===== src/rtl/ras_ckpt_pkg.sv =====
// Shared types for the return address stack: default PC alias and the
// per-cycle stack operation decoded from push/pop requests.
package ras_ckpt_pkg;

  localparam int PC_WIDTH_DEFAULT = 38;

  typedef logic [PC_WIDTH_DEFAULT-1:0] PC_t;

  typedef enum logic [1:0] {
    OP_NONE = 2'd0,
    OP_PUSH = 2'd1,
    OP_POP  = 2'd2,
    OP_SWAP = 2'd3
  } ras_op_e;

  function automatic ras_op_e decode_op(input logic push, input logic pop);
    ras_op_e op;
    op = OP_NONE;
    if (push && pop) op = OP_SWAP;
    else if (push)   op = OP_PUSH;
    else if (pop)    op = OP_POP;
    return op;
  endfunction

endpackage


===== src/rtl/ras_ckpt.sv =====
// Circular return address stack with push/pop/swap, checkpoint export and
// atomic restore of {index, count} after a mispredict.
module ras_ckpt
  import ras_ckpt_pkg::*;
#(
  parameter int RAS_ENTRIES   = 16,
  parameter int PC_WIDTH      = PC_WIDTH_DEFAULT,
  parameter bit OVERFLOW_WRAP = 1'b1
) (
  input  logic                         CLK,
  input  logic                         RST,
  input  logic                         push_valid,
  input  logic [PC_WIDTH-1:0]          push_pc,
  input  logic                         pop_valid,
  input  logic                         restore_valid,
  input  logic [$clog2(RAS_ENTRIES)-1:0] restore_ras_index,
  input  logic [$clog2(RAS_ENTRIES):0]   restore_ras_count,
  output logic                         ret_valid,
  output logic [PC_WIDTH-1:0]          ret_pc,
  output logic [$clog2(RAS_ENTRIES)-1:0] ras_index,
  output logic [$clog2(RAS_ENTRIES):0]   ras_count,
  output logic                         overflow,
  output logic                         underflow
);

  localparam int IW = $clog2(RAS_ENTRIES);
  localparam int CW = IW + 1;
  localparam logic [CW-1:0] FULL_COUNT = CW'(RAS_ENTRIES);

  if (RAS_ENTRIES < 2 || (RAS_ENTRIES & (RAS_ENTRIES - 1)) != 0) begin : g_bad_depth
    $error("ras_ckpt: RAS_ENTRIES must be a power of two >= 2");
  end

  logic [PC_WIDTH-1:0] entries [RAS_ENTRIES];
  logic [IW-1:0]       sp_reg, sp_next;
  logic [CW-1:0]       count_reg, count_next;
  logic                overflow_reg, overflow_next;
  logic                underflow_reg, underflow_next;
  logic                wr_en;
  logic [IW-1:0]       wr_idx;
  logic [IW-1:0]       top_idx;
  logic                full, empty;
  ras_op_e             op;

  assign top_idx = sp_reg - IW'(1);
  assign full    = (count_reg == FULL_COUNT);
  assign empty   = (count_reg == '0);
  assign op      = decode_op(push_valid, pop_valid);

  always_comb begin
    sp_next        = sp_reg;
    count_next     = count_reg;
    overflow_next  = 1'b0;
    underflow_next = 1'b0;
    wr_en          = 1'b0;
    wr_idx         = sp_reg;
    if (restore_valid) begin
      sp_next    = restore_ras_index;
      count_next = (restore_ras_count > FULL_COUNT) ? FULL_COUNT : restore_ras_count;
    end else begin
      unique case (op)
        OP_SWAP: begin
          // Empty stack has nothing to replace, so a swap degrades to a push.
          if (!empty) begin
            wr_en  = 1'b1;
            wr_idx = top_idx;
          end else begin
            wr_en      = 1'b1;
            sp_next    = sp_reg + IW'(1);
            count_next = count_reg + CW'(1);
          end
        end
        OP_PUSH: begin
          if (!full) begin
            wr_en      = 1'b1;
            sp_next    = sp_reg + IW'(1);
            count_next = count_reg + CW'(1);
          end else begin
            overflow_next = 1'b1;
            if (OVERFLOW_WRAP) begin
              wr_en   = 1'b1;
              sp_next = sp_reg + IW'(1);
            end
          end
        end
        OP_POP: begin
          if (!empty) begin
            sp_next    = top_idx;
            count_next = count_reg - CW'(1);
          end else begin
            underflow_next = 1'b1;
          end
        end
        default: ;
      endcase
    end
  end

  always_ff @(posedge CLK) begin
    if (RST) begin
      sp_reg        <= '0;
      count_reg     <= '0;
      overflow_reg  <= 1'b0;
      underflow_reg <= 1'b0;
      for (int i = 0; i < RAS_ENTRIES; i++) entries[i] <= '0;
    end else begin
      sp_reg        <= sp_next;
      count_reg     <= count_next;
      overflow_reg  <= overflow_next;
      underflow_reg <= underflow_next;
      if (wr_en) entries[wr_idx] <= push_pc;
      if (restore_valid) begin
        assert (restore_ras_count <= FULL_COUNT);
      end
    end
  end

  assign ret_valid = !empty;
  assign ret_pc    = entries[top_idx];
  assign ras_index = sp_reg;
  assign ras_count = count_reg;
  assign overflow  = overflow_reg;
  assign underflow = underflow_reg;

endmodule

===== config.mk =====
export PLATFORM = sky130hd
export DESIGN_NAME = ras_ckpt
export DESIGN_NICKNAME = d
export VERILOG_FILES = /design/src/rtl/ras_ckpt_pkg.sv /design/src/rtl/ras_ckpt.sv
export SDC_FILE = /design/constraint.sdc
export NUM_CORES = 1
export LEC_CHECK = 0
export BUFFER_PORTS_ARGS = -buffer_cell sky130_fd_sc_hd__buf_2
export CORE_UTILIZATION = 50
export DETAILED_ROUTE_END_ITERATION = 6
export GPL_TIMING_DRIVEN = 0
export PLACE_DENSITY_LB_ADDON = 0.1
export SLEW_MARGIN = 0
export SYNTH_ARGS = -nofsm -noshare
export SYNTH_HDL_FRONTEND = slang
export SYNTH_SLANG_ARGS = --single-unit

===== constraint.sdc =====
create_clock -name CLK -period 12.53 [get_ports CLK]
set_input_delay 0.6265 -clock CLK [delete_from_list [all_inputs] [get_ports CLK]]
set_output_delay 0.6265 -clock CLK [all_outputs]
set_load 0.01 [all_outputs]

# Word-level counts from Yosys, hierarchy flattened
# Memory sizes are Yosys's and may differ from the RTL's.
# Cells that the tools add are included.
[totals] reg_bits=11 out_inout_bits=50 elab_cells=56 ram_bits=608 input_bits=52 memories=1
[classes] mux=27 reduce_logical=10 addsub=4 eq_ne=7 bitwise_logic=2 order_cmp=1
[mem_list] name="entries" words=16 width=38 read_ports=1 rd_clocked_by_memory_dff=0 wr=16 line="ras_ckpt.sv:34" text="logic [PC_WIDTH-1:0] entries [RAS_ENTRIES];"
[op_table] op="2-to-1 mux 38 bit" count=1
[op_table] op="OR reduction 38 bit" count=1
[op_table] op="2-to-1 mux 5 bit" count=5
[op_table] op="2-to-1 mux 4 bit" count=6
[op_table] op="one-hot mux 5 bit (3 select lines)" count=1
[op_table] op="one-hot mux 4 bit (3 select lines)" count=1
[op_table] op="2-to-1 mux 1 bit" count=10
[op_table] op="inequality test 3 bit, second input constant" count=3
[op_table] op="2-to-1 mux 2 bit" count=3
[op_table] op="OR reduction 3 bit" count=2
[op_table] op="adder 5 x 1 -> 5 bit, second input constant" count=1
[op_table] op="== test 5 bit, second input constant" count=1
[op_table] op="greater-than comparator 5 bit, second input constant" count=1
[op_table] op="zero test 5 bit" count=1
[op_table] op="subtractor 5 x 1 -> 5 bit, second input constant" count=1
[op_table] op="adder 4 x 1 -> 4 bit, second input constant" count=1
[op_table] op="== test 2 bit, second input constant" count=2
[op_table] op="AND reduction 4 bit" count=1
[op_table] op="nonzero test 4 bit" count=1
[op_table] op="subtractor 4 x 1 -> 4 bit, second input constant" count=1
[op_table] op="== test 2 x 1 -> 1 bit, second input constant" count=1
[op_table] op="NOT 1 bit" count=2
[op_table] op="AND reduction 2 bit" count=1
[op_table] op="OR reduction 2 bit" count=1
[op_table] op="2 further kinds" count=2

# Longest topological paths before layout
[depth] word_depth=12 mapped_depth=10 ltp_nobuf=8

# Worst setup path before layout
# Ideal clock, no wire load.
[synth_path] path_kind="input -> register" startpoint="input push_valid" endpoint="memory entries[11][0] in the netlist's numbering (enable)" setup_slack_ps=7563 t_arrival_ps=4481 stages=7 setup_time_ps=486 t_required_ps=12044 path_buffers=1 cell_sequence="ha_1 nand2b_1 a2111oi_0 a31oi_1 and2_1 buf_2 o21ai_0"
[synth_rtl] item="start, declared" line="ras_ckpt.sv:12" text="input logic push_valid,"
[synth_rtl] item="end, declared" line="ras_ckpt.sv:34"

# Worst setup path in the final report
[layout_path] startpoint="register sp_reg[0], in the netlist ras_index[0]" endpoint="output ret_pc[12]"
[layout_via] elab_chain_len=2
[layout_lines] item="start, declared" line="ras_ckpt.sv:35" text="logic [IW-1:0] sp_reg, sp_next;"
[layout_lines] item="start signal, assigned" line="ras_ckpt.sv:107" text="sp_reg <= sp_next;"
[layout_lines] item="subtractor 4 x 1 -> 4 bit" line="ras_ckpt.sv:45" text="assign top_idx = sp_reg - IW'(1);"
[layout_lines] item="memory read (16 x 38 bit)"
[layout_lines] item="end, declared" line="ras_ckpt.sv:19" text="output logic [PC_WIDTH-1:0] ret_pc,"
# Every way passes these cells.

==> reports/results.env <==
TOTAL_LEAKAGE_POWER_nW=11.3
CTSLONGESTPATHBUFFERS=3
DETAIL_ROUTE.WL_PER_CELL_UM=28.8
SYN-NUM-NETS=1910
CTS_TREE='yes'
VIAS=17300
CRIT_ARRIVAL_PS=4670
GP_CONGESTION=0.866
YS_TYPES=57
SYN-MEAN-INSTANCE-AREA_UM2=15.0
LAYOUT.CORE_UTILIZATION_PCT=58.5
WORST_IR_DROP_VDD_V=0.000141
COUNT_OF_ANTENNA_VIOLATING_NETS_LEFT_AFTER_DETAILED_ROUTING=0
TIMING.CRITICAL_PATH.REQUIRED_PS=11900
SYNTH.CELL_AREA_UM2=27800
DIE_FOOTPRINT_UM2=56400
NUM-NETS-FINAL=2098
CRIT_PATH_END_KIND='output pin'
SETUP_VIOL=0
DRC=0
POST_DR_VIAS_CELL=6.12
RSZ0062_AT_GRT='false'
POSTSYNTHCELLCOUNT=1849
REPORT.FINAL.SLEW_VIOL_COUNT=0
WORST_SETUP_HOLD_PATH_CLK_SLEW_PS=50
MAX-SLEW-MARGIN-REL_PCT=3.28
OUTCOME='finished clean'
CTS-RESIZED-GATES=0
PATH_BUF_INV=6
PLACEMENT.IO_BUFFERS=101
SYNTH_EDF_COUNT=608
CRITICAL_PATH.STARTPOINT_TYPE='flip-flop'
MAX_CAP_VIOLATIONS=0
GLOBALROUTE.TOTALOVERFLOW=0
DETAILED_PLACE_HPWL_UM=52300
TRANSITION_TIME_AT_THE_PIN_WITH_THE_LEAST_SLEW_MARGIN_PS=1450
FLOORPLAN.DIE.HEIGHT_UM=238
POST_DP_CELL_AREA_UM2=29700
CRITPATHMOSTFREQUENTCELL='sky130_fd_sc_hd__buf_2'
POSTROUTEWIRELENGTH_UM=81300
FLOORPLAN.INITIALDENSITY_PCT=51.1
POST_CTS_HOLD_BUFFER_COUNT=0
GRT_MAX_DEGREE=39
CRIT_START='ras_index[0]'
ANTENNA_FOUND_INITIAL=3
CPMAXSTAGEDELAYCELL='sky130_fd_sc_hd__buf_1'
LARGEST_REGISTER_FF_COUNT=608
TIMING.FMAX_GHz=0.189
REGTOREGSETUPSLACK_PS=8440
POSTCTSSETUPBUFFERS=0
SLOWEST_DELAY_PS=690
CORE.ROWCOUNT=85
LARGEST-REGISTER='entries'
YOSYS_WARNINGS=0
SEQ_AREA_FRAC_SYNTH_PCT=66.6
CTS.HTREE.LEVELS=3
CRITICALPATHCATEGORY='flip-flop to output pin'
DIE-WIDTH_UM=238
GR-USAGE-ALL-LAYERS_PCT=29.7
REGISTER_BIT_COUNT_REPORTED_BY_YOSYS=619
CRITICAL_PATH.REG2REG.STARTPOINT='ras_index[0]'
WORST_R2R_ENDPOINT='entries[13][20]'
MOSTFREQUENTLAYOUTCELL='sky130_fd_sc_hd__edfxtp_1'
MIN_PERIOD_PS=5300
IOPINCOUNT=102
WORSTSKEWPAIRLATENCY_PS=610
LAYOUT.CELL_AREA.NON_FILLER_UM2=31800
CRITICAL_PATH_DEPTH=9
ASYNC_FLOP_SHARE_PCT=0
YS_DOMINANT_REG_CELL='sky130_fd_sc_hd__edfxtp_1'
NUMBER_OF_ENDPOINTS_WITH_NEGATIVE_HOLD_SLACK_IN_THE_FINAL_REPORT=0
CP_ENDPOINT='ret_pc[12]'
TRITONCTS_BUFFER_COUNT=69
DRIVE_ABOVE_1_SHARE_PCT=23.7
DRTPASS1ITERATIONS=5
SYN2LAYOUT_AREA_GROWTH_PCT=14.5
POWER_PER_CELL_AREA_nW_PER_UM2=164
CORE_REGION_AREA_UM2=54300
TIMING.CRITICAL_PATH.FANOUT_MAX=10
CRIT_CHAIN='buf_2 > inv_1 > ha_1 > clkbuf_1 > buf_2 > buf_1 > mux4_2 > mux4_2 > buf_2'
CRITPATHTOPFAMILY='buffers and inverters'
SKEW_PS=25.2
CLKSINKCOUNT=619
TOTALNEGATIVESETUPSLACK_PS=0
FINAL_CELL_MIX='sky130_fd_sc_hd__edfxtp_1, sky130_fd_sc_hd__nor2_1, sky130_fd_sc_hd__mux4_2'
WORSTHOLDPATHTYPE='input port to flip-flop'
SHARE_OF_THE_CLOCK_PERIOD_USED_BY_THE_WORST_PATH_AFTER_LAYOUT_PCT=42.3
R2R_CELLS=9
GRT_PASS1_VIAS=17600
CTSROOTBUFFERMASTER='sky130_fd_sc_hd__clkbuf_16'
WIRE_LENGTH_OF_THE_FIRST_GLOBAL_ROUTING_PASS_UM=119000
DETAIL_ROUTE.ITER0.VIOLATIONS=1975
-- metal layers --
layer	global-route usage (%)	share of wire [%]	vias to the layer above
li1	-	-	7287
met1	40.5	39	8981
met2	47.3	48	885
met3	6.20	9.6	153
met4	11.5	3.4	2
met5	0	0.011	-
-- cell usage after synthesis, types with 3 or more instances --
cell type	instances	share of area, %
sky130_fd_sc_hd__a211oi_1	3	0.081
sky130_fd_sc_hd__and2_1	96	2.2
sky130_fd_sc_hd__nand2_1	154	2.1
sky130_fd_sc_hd__xnor2_1	6	0.19
sky130_fd_sc_hd__a21o_1	3	0.081
sky130_fd_sc_hd__a31oi_1	3	0.068
sky130_fd_sc_hd__nand2b_1	4	0.090
sky130_fd_sc_hd__buf_4	5	0.14
sky130_fd_sc_hd__nand4_1	3	0.068
sky130_fd_sc_hd__dfxtp_1	11	0.79
sky130_fd_sc_hd__nor2_1	433	5.9
sky130_fd_sc_hd__mux4_2	190	15
sky130_fd_sc_hd__nor3_1	6	0.11
sky130_fd_sc_hd__o21ai_0	8	0.14
sky130_fd_sc_hd__mux2i_1	3	0.11
sky130_fd_sc_hd__clkbuf_1	65	0.88
sky130_fd_sc_hd__edfxtp_1	608	66
sky130_fd_sc_hd__buf_1	5	0.068
sky130_fd_sc_hd__mux2i_2	3	0.15
sky130_fd_sc_hd__buf_2	58	1.0
sky130_fd_sc_hd__nand3_1	3	0.054
sky130_fd_sc_hd__mux2_2	4	0.16
sky130_fd_sc_hd__a21oi_1	14	0.25
sky130_fd_sc_hd__xor2_1	3	0.095
sky130_fd_sc_hd__o21ai_1	3	0.054
sky130_fd_sc_hd__ha_1	8	0.36
sky130_fd_sc_hd__buf_6	7	0.28
sky130_fd_sc_hd__and3_1	98	2.2
sky130_fd_sc_hd__inv_1	8	0.11
-- worst min-delay path by stage --
stage	slack, ps	cells after the start	from	endpoint
4_1_cts	270	3	restore_ras_count[3]	ras_count[3]
3_5_place_dp	610	1	ras_count[2]	ras_count[2]
5_1_grt	320	3	restore_ras_count[3]	ras_count[3]
6_report	290	3	restore_ras_count[3]	ras_count[3]
2_1_floorplan	610	1	ras_count[2]	ras_count[2]
3_3_place_gp	600	1	ras_count[2]	ras_count[2]
-- where the power goes --
part           switching, mW  leakage [nW]  internal, mW
logic                  0.543          3.92         0.352
clock network          0.805          1.02          1.12
registers             0.0260          6.35          2.36
-- through the flow --
stage	power [mW]	cells	hold slack, ps	setup WS, ps
4_1_cts	5.22	2825	268	7210
2_1_floorplan	2.95	1849	612	7560
5_1_grt	5.35	2825	317	7120
3_5_place_dp	3.32	2705	606	7900
6_report	5.20	2826	295	7230
3_3_place_gp	3.30	2689	604	3950
-- layout make-up --
cell class / instances / area (µm²)
Timing Repair Buffer: 117 / 858
Sequential cell: 619 / 18500
Tap cell: 739 / 925
Clock buffer: 88 / 1880
Fill cell: 4305 / 22600
Clock inverter: 32 / 214
Inverter: 11 / 41.3
Buffer: 140 / 669
Antenna cell: 1 / 2.50
Multi-Input combinational cell: 1079 / 8700
-- cell families after synthesis --
| family | count (synthesis) | synth area share (%) |
|---|---|---|
| AOI/OAI and AO/OA | 52 | 1.25 |
| xor gates and xnor gates | 9 | 0.284 |
| adders and majority gates | 9 | 0.433 |
| buffers and inverters | 151 | 2.56 |
| DFF | 619 | 66.6 |
| muxes | 200 | 15.8 |
| and+or+nand+nor | 809 | 13.1 |
-- worst min-delay path: cells and delay by family --
| family | cells | cell delay (ps) |
|---|---|---|
| buf+inv | 1 | 80 |
| simple gates | 1 | 70 |
| compound gates | 1 | 70 |
Note: power is estimated with default switching activity, not from simulation.
